--- config.mk ---
export PLATFORM = sky130hd
export DESIGN_NAME = countdown_timer_ctrl_flat
export DESIGN_NICKNAME = d
export VERILOG_FILES = /design/src/rtl/countdown_timer_ctrl_pkg.sv /design/src/rtl/countdown_timer_ctrl_if.sv /design/src/rtl/countdown_timer_ctrl_tick_prescaler.sv /design/src/rtl/countdown_timer_ctrl.sv /design/src/flat_wrapper.sv
export SDC_FILE = /design/constraint.sdc
export NUM_CORES = 1
export LEC_CHECK = 0
export CAP_MARGIN = 20
export CORE_ASPECT_RATIO = 1.4
export CORE_MARGIN = 3
export CORE_UTILIZATION = 30
export CTS_BUF_LIST = sky130_fd_sc_hd__clkbuf_2
export CTS_CLUSTER_SIZE = 8
export DETAILED_ROUTE_END_ITERATION = 8
export GPL_TIMING_DRIVEN = 1
export PLACE_DENSITY = 0.58
export SYNTH_ARGS = -nofsm -noshare
export SYNTH_HDL_FRONTEND = slang
export SYNTH_HIERARCHICAL = 1
export SYNTH_SLANG_ARGS = --single-unit
export TNS_END_PERCENT = 30
--- constraint.sdc ---
create_clock -name clk -period 4 [get_ports clk]
set_input_delay 0.8 -clock clk [delete_from_list [all_inputs] [get_ports clk]]
set_output_delay 0.8 -clock clk [all_outputs]
set_load 0.02 [all_outputs]
--- src/rtl/countdown_timer_ctrl_pkg.sv ---
// Shared types and constants for the mm:ss countdown timer: FSM state encoding,
// BCD digit limits and the load-value clamp.
package countdown_timer_ctrl_pkg;

    typedef enum logic [1:0] {
        ST_IDLE  = 2'd0,
        ST_RUN   = 2'd1,
        ST_PAUSE = 2'd2,
        ST_ALARM = 2'd3
    } state_t;

    typedef struct packed {
        logic [3:0] min_tens;
        logic [3:0] min_ones;
        logic [3:0] sec_tens;
        logic [3:0] sec_ones;
    } bcd_time_t;

    localparam logic [3:0] BCD_NINE     = 4'd9;
    localparam logic [3:0] SEC_TENS_MAX = 4'd5;

    // Saturates a {tens, ones} BCD pair: ones to 9, tens to tens_max.
    function automatic logic [7:0] clamp_pair(input logic [7:0] raw, input logic [3:0] tens_max);
        logic [3:0] tens;
        logic [3:0] ones;
        tens = (raw[7:4] > tens_max) ? tens_max : raw[7:4];
        ones = (raw[3:0] > BCD_NINE) ? BCD_NINE : raw[3:0];
        return {tens, ones};
    endfunction

endpackage

--- src/rtl/countdown_timer_ctrl_if.sv ---
// Key/switch inputs and display/status outputs of the countdown timer core.
// The master side drives keys and switches; the slave side is the timer.
interface countdown_timer_ctrl_if #(
    parameter int LED_W = 10
);
    logic             key_load_n;
    logic             key_run_n;
    logic             sel_min;
    logic [7:0]       sw;
    logic [3:0]       min_tens;
    logic [3:0]       min_ones;
    logic [3:0]       sec_tens;
    logic [3:0]       sec_ones;
    logic             running;
    logic             alarm;
    logic [LED_W-1:0] led;

    modport master (
        output key_load_n, key_run_n, sel_min, sw,
        input  min_tens, min_ones, sec_tens, sec_ones, running, alarm, led
    );

    modport slave (
        input  key_load_n, key_run_n, sel_min, sw,
        output min_tens, min_ones, sec_tens, sec_ones, running, alarm, led
    );
endinterface

--- src/rtl/countdown_timer_ctrl_tick_prescaler.sv ---
// Countdown tick divider: counts 0..TICK_DIV-1 while enabled and pulses tick on the
// last count. clr restarts the period; while disabled the count is held.
module tick_prescaler #(
    parameter int TICK_DIV = 50_000_000
) (
    input  logic clk,
    input  logic reset,
    input  logic en,
    input  logic clr,
    output logic tick
);
    localparam int            CW   = (TICK_DIV > 2) ? $clog2(TICK_DIV) : 1;
    localparam logic [CW-1:0] LAST = CW'(TICK_DIV - 1);

    logic [CW-1:0] r_cnt;

    // NOTE: tick is gated by en so a count frozen at LAST during a pause cannot fire.
    assign tick = en && (r_cnt == LAST);

    // NOTE: sequential state uses non-blocking assignments only.
    always_ff @(posedge clk or negedge reset) begin
        if (!reset) begin
            r_cnt <= '0;
        end else if (clr) begin
            r_cnt <= '0;
        end else if (en) begin
            r_cnt <= (r_cnt == LAST) ? '0 : r_cnt + 1'b1;
        end
    end
endmodule

--- src/rtl/countdown_timer_ctrl.sv ---
// mm:ss countdown timer core: key sync, BCD time register, run/pause/alarm FSM.
// Define COUNTDOWN_BLINK_EN to make the LED bank blink while in ALARM.
module countdown_timer_ctrl
    import countdown_timer_ctrl_pkg::*;
#(
    parameter int TICK_DIV     = 50_000_000,
    parameter int MIN_TENS_MAX = 9,
    parameter int ALARM_TICKS  = 10,
    parameter int LED_W        = 10
) (
    input  logic                  clk,
    input  logic                  reset,
    countdown_timer_ctrl_if.slave bus
);
    localparam logic [3:0]    MIN_TENS_LIM = 4'(MIN_TENS_MAX);
    localparam int            AW           = (ALARM_TICKS > 2) ? $clog2(ALARM_TICKS) : 1;
    localparam logic [AW-1:0] ALARM_LAST   = AW'((ALARM_TICKS > 0) ? ALARM_TICKS - 1 : 0);

    state_t           r_state;
    bcd_time_t        r_time;
    logic             r_running;
    logic             r_alarm;
    logic [LED_W-1:0] r_led;
    logic             r_blink;
    logic [AW-1:0]    r_alarm_cnt;

    logic [2:0]       r_load_sync;
    logic [2:0]       r_run_sync;
    logic             r_load_press;
    logic             r_run_press;

    bcd_time_t        w_dec;
    logic             w_time_zero;
    logic             w_dec_zero;
    logic             w_load_press;
    logic             w_tick;
    logic             w_presc_en;
    logic             w_presc_clr;
    logic [7:0]       w_load_min;
    logic [7:0]       w_load_sec;

    function automatic logic [LED_W-1:0] run_led(input logic b);
        run_led    = '0;
        run_led[0] = b;
    endfunction

    // Two sync stages plus one history stage; the registered fall detect lands
    // the press pulse three cycles after the pin goes low.
    always_ff @(posedge clk or negedge reset) begin
        if (!reset) begin
            r_load_sync  <= 3'b111;
            r_run_sync   <= 3'b111;
            r_load_press <= 1'b0;
            r_run_press  <= 1'b0;
        end else begin
            r_load_sync  <= {r_load_sync[1:0], bus.key_load_n};
            r_run_sync   <= {r_run_sync[1:0], bus.key_run_n};
            r_load_press <= r_load_sync[2] & ~r_load_sync[1];
            r_run_press  <= r_run_sync[2] & ~r_run_sync[1];
        end
    end

    // Run wins over a simultaneous load.
    assign w_load_press = r_load_press & ~r_run_press;

    assign w_load_min = clamp_pair(bus.sw, MIN_TENS_LIM);
    assign w_load_sec = clamp_pair(bus.sw, SEC_TENS_MAX);

    assign w_time_zero = (r_time == '0);

    // NOTE: every always_comb output gets a default first, so no latch is inferred.
    always_comb begin
        w_dec          = r_time;
        w_dec.sec_ones = r_time.sec_ones - 4'd1;
        if (r_time.sec_ones == 4'd0) begin
            w_dec.sec_ones = BCD_NINE;
            w_dec.sec_tens = r_time.sec_tens - 4'd1;
            if (r_time.sec_tens == 4'd0) begin
                w_dec.sec_tens = SEC_TENS_MAX;
                w_dec.min_ones = r_time.min_ones - 4'd1;
                if (r_time.min_ones == 4'd0) begin
                    w_dec.min_ones = BCD_NINE;
                    w_dec.min_tens = r_time.min_tens - 4'd1;
                end
            end
        end
    end

    assign w_dec_zero  = (w_dec == '0);
    assign w_presc_en  = (r_state == ST_RUN) || (r_state == ST_ALARM);
    assign w_presc_clr = (r_state == ST_IDLE) && r_run_press && !w_time_zero;

    tick_prescaler #(
        .TICK_DIV (TICK_DIV)
    ) u_prescaler (
        .clk   (clk),
        .reset (reset),
        .en    (w_presc_en),
        .clr   (w_presc_clr),
        .tick  (w_tick)
    );

    always_ff @(posedge clk or negedge reset) begin
        if (!reset) begin
            r_state     <= ST_IDLE;
            r_time      <= '0;
            r_running   <= 1'b0;
            r_alarm     <= 1'b0;
            r_led       <= '0;
            r_blink     <= 1'b0;
            r_alarm_cnt <= '0;
        end else begin
            case (r_state)
                ST_IDLE: begin
                    if (r_run_press) begin
                        if (!w_time_zero) begin
                            r_state   <= ST_RUN;
                            r_running <= 1'b1;
                            r_blink   <= 1'b0;
                            r_led     <= '0;
                        end
                    end else if (w_load_press) begin
                        if (bus.sel_min) begin
                            r_time.min_tens <= w_load_min[7:4];
                            r_time.min_ones <= w_load_min[3:0];
                        end else begin
                            r_time.sec_tens <= w_load_sec[7:4];
                            r_time.sec_ones <= w_load_sec[3:0];
                        end
                    end
                end
                ST_RUN: begin
                    if (r_run_press) begin
                        r_state   <= ST_PAUSE;
                        r_running <= 1'b0;
                        r_led     <= run_led(1'b1);
                    end else if (w_tick) begin
                        r_time <= w_dec;
                        if (w_dec_zero) begin
                            r_state     <= ST_ALARM;
                            r_running   <= 1'b0;
                            r_alarm     <= 1'b1;
                            r_blink     <= 1'b1;
                            r_alarm_cnt <= '0;
                            r_led       <= '1;
                        end else begin
                            r_blink <= ~r_blink;
                            r_led   <= run_led(~r_blink);
                        end
                    end
                end
                ST_PAUSE: begin
                    if (r_run_press) begin
                        r_state   <= ST_RUN;
                        r_running <= 1'b1;
                        r_led     <= run_led(r_blink);
                    end else if (w_load_press) begin
                        r_state <= ST_IDLE;
                        r_led   <= '0;
                    end
                end
                ST_ALARM: begin
                    if (r_run_press || r_load_press) begin
                        r_state <= ST_IDLE;
                        r_alarm <= 1'b0;
                        r_led   <= '0;
                    end else if (w_tick) begin
                        if ((ALARM_TICKS != 0) && (r_alarm_cnt == ALARM_LAST)) begin
                            r_state <= ST_IDLE;
                            r_alarm <= 1'b0;
                            r_led   <= '0;
                        end else begin
                            r_alarm_cnt <= r_alarm_cnt + 1'b1;
                            r_blink     <= ~r_blink;
`ifdef COUNTDOWN_BLINK_EN
                            r_led       <= {LED_W{~r_blink}};
`else
                            r_led       <= '1;
`endif
                        end
                    end
                end
                default: r_state <= ST_IDLE;
            endcase
        end
    end

    assign bus.min_tens = r_time.min_tens;
    assign bus.min_ones = r_time.min_ones;
    assign bus.sec_tens = r_time.sec_tens;
    assign bus.sec_ones = r_time.sec_ones;
    assign bus.running  = r_running;
    assign bus.alarm    = r_alarm;
    assign bus.led      = r_led;
endmodule

--- src/flat_wrapper.sv ---
// flat-port wrapper written by rule: the top's interface ports become plain ports
module countdown_timer_ctrl_flat import countdown_timer_ctrl_pkg::*;
#(
    parameter int TICK_DIV     = 50_000_000,
    parameter int MIN_TENS_MAX = 9,
    parameter int ALARM_TICKS  = 10,
    parameter int LED_W        = 10
)
  (clk, reset, bus_key_load_n, bus_key_run_n, bus_sel_min, bus_sw, bus_min_tens, bus_min_ones, bus_sec_tens, bus_sec_ones, bus_running, bus_alarm, bus_led);
  countdown_timer_ctrl_if #(.LED_W(LED_W)) bus_i ();
  input  logic clk;
  input  logic reset;
  input wire logic [$bits(bus_i.key_load_n)-1:0] bus_key_load_n;
  input wire logic [$bits(bus_i.key_run_n)-1:0] bus_key_run_n;
  input wire logic [$bits(bus_i.sel_min)-1:0] bus_sel_min;
  input wire logic [$bits(bus_i.sw)-1:0] bus_sw;
  output wire logic [$bits(bus_i.min_tens)-1:0] bus_min_tens;
  output wire logic [$bits(bus_i.min_ones)-1:0] bus_min_ones;
  output wire logic [$bits(bus_i.sec_tens)-1:0] bus_sec_tens;
  output wire logic [$bits(bus_i.sec_ones)-1:0] bus_sec_ones;
  output wire logic [$bits(bus_i.running)-1:0] bus_running;
  output wire logic [$bits(bus_i.alarm)-1:0] bus_alarm;
  output wire logic [$bits(bus_i.led)-1:0] bus_led;
  assign bus_i.key_load_n = bus_key_load_n;
  assign bus_i.key_run_n = bus_key_run_n;
  assign bus_i.sel_min = bus_sel_min;
  assign bus_i.sw = bus_sw;
  assign bus_min_tens = bus_i.min_tens;
  assign bus_min_ones = bus_i.min_ones;
  assign bus_sec_tens = bus_i.sec_tens;
  assign bus_sec_ones = bus_i.sec_ones;
  assign bus_running = bus_i.running;
  assign bus_alarm = bus_i.alarm;
  assign bus_led = bus_i.led;
  countdown_timer_ctrl #(.TICK_DIV(TICK_DIV), .MIN_TENS_MAX(MIN_TENS_MAX), .ALARM_TICKS(ALARM_TICKS), .LED_W(LED_W)) u_core (.clk(clk), .reset(reset), .bus(bus_i));
endmodule
==> summary.md <==
| Metric | Value |
|---|---|
| Status | `completed` |
| Drt pass-1 iters | `5` |
| Final #Nets | `467` |
| Ys Warns | `6` |
| Seq/Total Area, Yosys | `41.0%` |
| CP top delay family | `simple AND/OR/NAND/NOR gates` |
| Distinct cells, synth | `66` |
| Max H-tree Level | `3` |
| Power Dens Cells | `489 nW/um^2` |
| Avg Inst Size Synth | `8.83 um^2` |
| RSZ-0062 raised after global routing | `no` |
| Top-area cell type share of the netlist area | `36.8%` |
| Vias in the first global route | `3245` |
| Clock Path Buffers | `2` |
| Largest area contributor in the netlist | `dfrtp_1` |
| GRT Util Overall | `14.4%` |
| Buf/Inv on CP | `1` |
| Via density | `5.66` |
| Final hold violation count | `0` |
| Initial core utilization | `31.2%` |
| Grt ovf | `0` |
| Clk_lat worst skew | `510 ps` |
| Initial antenna violation count | `0` |
| Gp weighted congestion | `0.862` |
| Global-route wire length before repair | `16300 um` |
| Leakage power | `1.64 nW` |
| CP max FO | `9` |
| Ant diodes | `0` |
| Final Max Slew Viols | `0` |
| HPWL after detailed placement | `6980 um` |
| Worst-margin pin slew | `935 ps` |
| Top FF cell, synth | `dfrtp_1` |
| P&R area growth vs syn | `14.5%` |
| Number of flops mapped to enable cells by yosys | `0` |
| # rows | `47` |
| Final WL | `9830 um` |
| Peak VDD IR | `0.000124 V` |
| Post-Syn Nets | `442` |
| DR DRC count | `0` |
| Largest net degree at the start of global routing | `44` |
| Nature of the critical path endpoint | `flop` |
| Top cell by count, worst path | `nor4_1` |
| FMAX | `297 MHz` |
| Vias | `3403` |
| CP max-delay cell | `or4_4` |
| TritonCTS clock tree | `yes` |
| Worst min-delay path category | `input port to asynchronous set/reset pin` |
| Proportion of layout cells with a drive suffix above 1 | `9.47%` |
| Top post-synthesis cells by count | `dfrtp_1 (55), nand2_1 (39), nor2_1 (37)` |
| Initial DRC count | `183` |
| # IOs | `41` |
| Core ar. | `12000 um^2` |
| Slowest stage delay, CP | `570 ps` |
| Tcrit/Tclk final | `84.2%` |
| Slew HR | `37.5%` |
| Die area | `13900 um^2` |
| Most frequent cell after synthesis | `dfrtp_1` |
| Fill count | `1253` |
| Hold Buf Count CTS | `0` |
| Die height | `138 um` |
| Final setup vio count | `0` |
| CP startpoint kind | `flop` |
| CTS Buf Count | `9` |
| Sum Neg Setup Slack | `0 ps` |
| Synthesized area | `3740 um^2` |
| DP Area | `4180 um^2` |
| Clock Pin Slew Worst Setup and Hold Paths | `180 ps` |
| Crit path cell chain | `or4_4 -> or3_1 -> nor4_1 -> nor3_1 -> buf_4 -> o21ai_0 -> nor4_1 -> a31o_2 -> a21oi_1` |
| WS Path Type | `flop to flop` |
| ANT nets after route | `0` |
| Hold_ws | `198 ps` |
| Synth Instances | `424` |
| Clk_skew | `34.3 ps` |
| PnR worst setup slack | `633 ps` |
| Number of synthesized register bits | `61` |
| Synth area leaders | `dfrtp_1 (37%), o21ai_0 (4.3%), dfstp_2 (4.2%)` |
| Share of flip-flops with an asynchronous set or reset | `100%` |
| Post-route cell area | `4290 um^2` |
| Post-Place Worst Slack | `679 ps` |
| Die W | `100 um` |
| # port buffers | `40` |
| Max Cap Violations | `0` |
| Post-CTS sizing | `0` |
| Worst Path Required | `4450 ps` |
| Wire per inst | `16.3 um` |
| Clock sinks | `61` |
| # Post-CTS Setup Buffers | `0` |
| CTS root buffer | `clkbuf_2` |
| Fin crit period | `3370 ps` |
| Critical Path AT | `3820 ps` |
state kept, by name, summed over array words and instances, names as in the netlist:
name / flops
u_core/u_prescaler/r_cnt: 26
u_core/bus.min_ones: 4
u_core/bus.min_tens: 4
u_core/bus.sec_ones: 4
u_core/bus.sec_tens: 4
u_core/r_alarm_cnt: 4
u_core/r_load_sync: 3
u_core/r_run_sync: 3
u_core/bus.led: 2
u_core/r_state: 2
u_core/bus.alarm: 1
u_core/bus.running: 1
u_core/r_blink: 1
u_core/r_load_press: 1
u_core/r_run_press: 1
layer usage:
layer  wire, um  up-vias  GRT usage, %
met2       4950       89          24.3
met1       4170     1658          17.2
met3        460       22          3.38
met4        244        0          6.53
li1           -     1634             -
met5          0        -             0
final timing paths:
kind,start,to,slack [ps],cells after the start
min in group clk,u_core/r_load_sync[0],u_core/r_load_sync[1],370,0
max in group asynchronous,reset,u_core/u_prescaler/r_cnt[11],2850,2
worst max-delay path,u_core/bus.sec_ones[0],u_core/u_prescaler/r_cnt[20],630,9
worst min register to register,u_core/r_load_sync[0],u_core/r_load_sync[1],370,0
worst min-delay path,reset,u_core/r_alarm_cnt[3],200,1
worst max register to register,u_core/bus.sec_ones[0],u_core/u_prescaler/r_cnt[20],630,9
logic make-up after synthesis:
family / Yosys count / share of synthesized area, %
compound gates: 120 / 22.5
xor+xnor: 7 / 1.64
fa+ha+maj: 5 / 1.67
buf+inv: 45 / 6.12
flops: 61 / 41.0
mux: 1 / 0.301
simple gates: 185 / 26.8
worst register-to-register path, stage by stage (launching register included):
cell     delay, ps
dfrtp_1        490
or4_4          570
or3_1          500
nor4_1         390
nor3_1         200
buf_4          220
o21ai_0        380
nor4_1         190
a31o_2         270
a21oi_1        110
cells in the final DEF (no fill, tap or decap), drive strengths merged, types with 5 or more instances in the layout:
cell type | netlist | layout
a21o | 5 | 5
a21oi | 28 | 28
buf | 17 | 6
clkbuf | 14 | 13
clkdlybuf4s50 | 0 | 39
dfrtp | 55 | 55
dfstp | 6 | 6
ha | 5 | 5
inv | 14 | 14
nand2 | 39 | 39
nand3 | 16 | 16
nand3b | 5 | 5
nand4 | 14 | 14
nor2 | 37 | 37
nor3 | 10 | 10
nor3b | 5 | 5
nor4 | 11 | 11
o21ai | 32 | 32
o31ai | 10 | 10
o41ai | 7 | 7
or3 | 10 | 10
or4 | 9 | 9
through the flow:
stage	utilization, %	power, W	instances
2_1_floorplan	-	0.00142	424
3_3_place_gp	34.9	0.00171	585
3_5_place_dp	34.9	0.00172	585
4_1_cts	35.7	0.00212	601
5_1_grt	35.7	0.00223	601
6_report	35.7	0.00210	601
power by group:
group	total, W	switching [W]	internal (W)
Sequential	0.000914	0.000185	0.000729
Combinational	0.000804	0.000456	0.000348
Clock	0.000379	0.000227	0.000152
Total	0.00210	0.000868	0.00123
area by class of cell:
| class | instances | area [um^2] | area share [%] |
|---|---|---|---|
| inverters | 14 | 52.6 | 1.23 |
| clock buffers | 13 | 65.1 | 1.52 |
| flip-flops and latches | 61 | 1530 | 35.8 |
| repair buffers | 45 | 433 | 10.1 |
| multi-input cells | 318 | 1980 | 46.2 |
| clock inverters | 3 | 37.5 | 0.876 |
| well taps | 147 | 184 | 4.29 |
No activity file was read; power rests on OpenSTA's default activity.
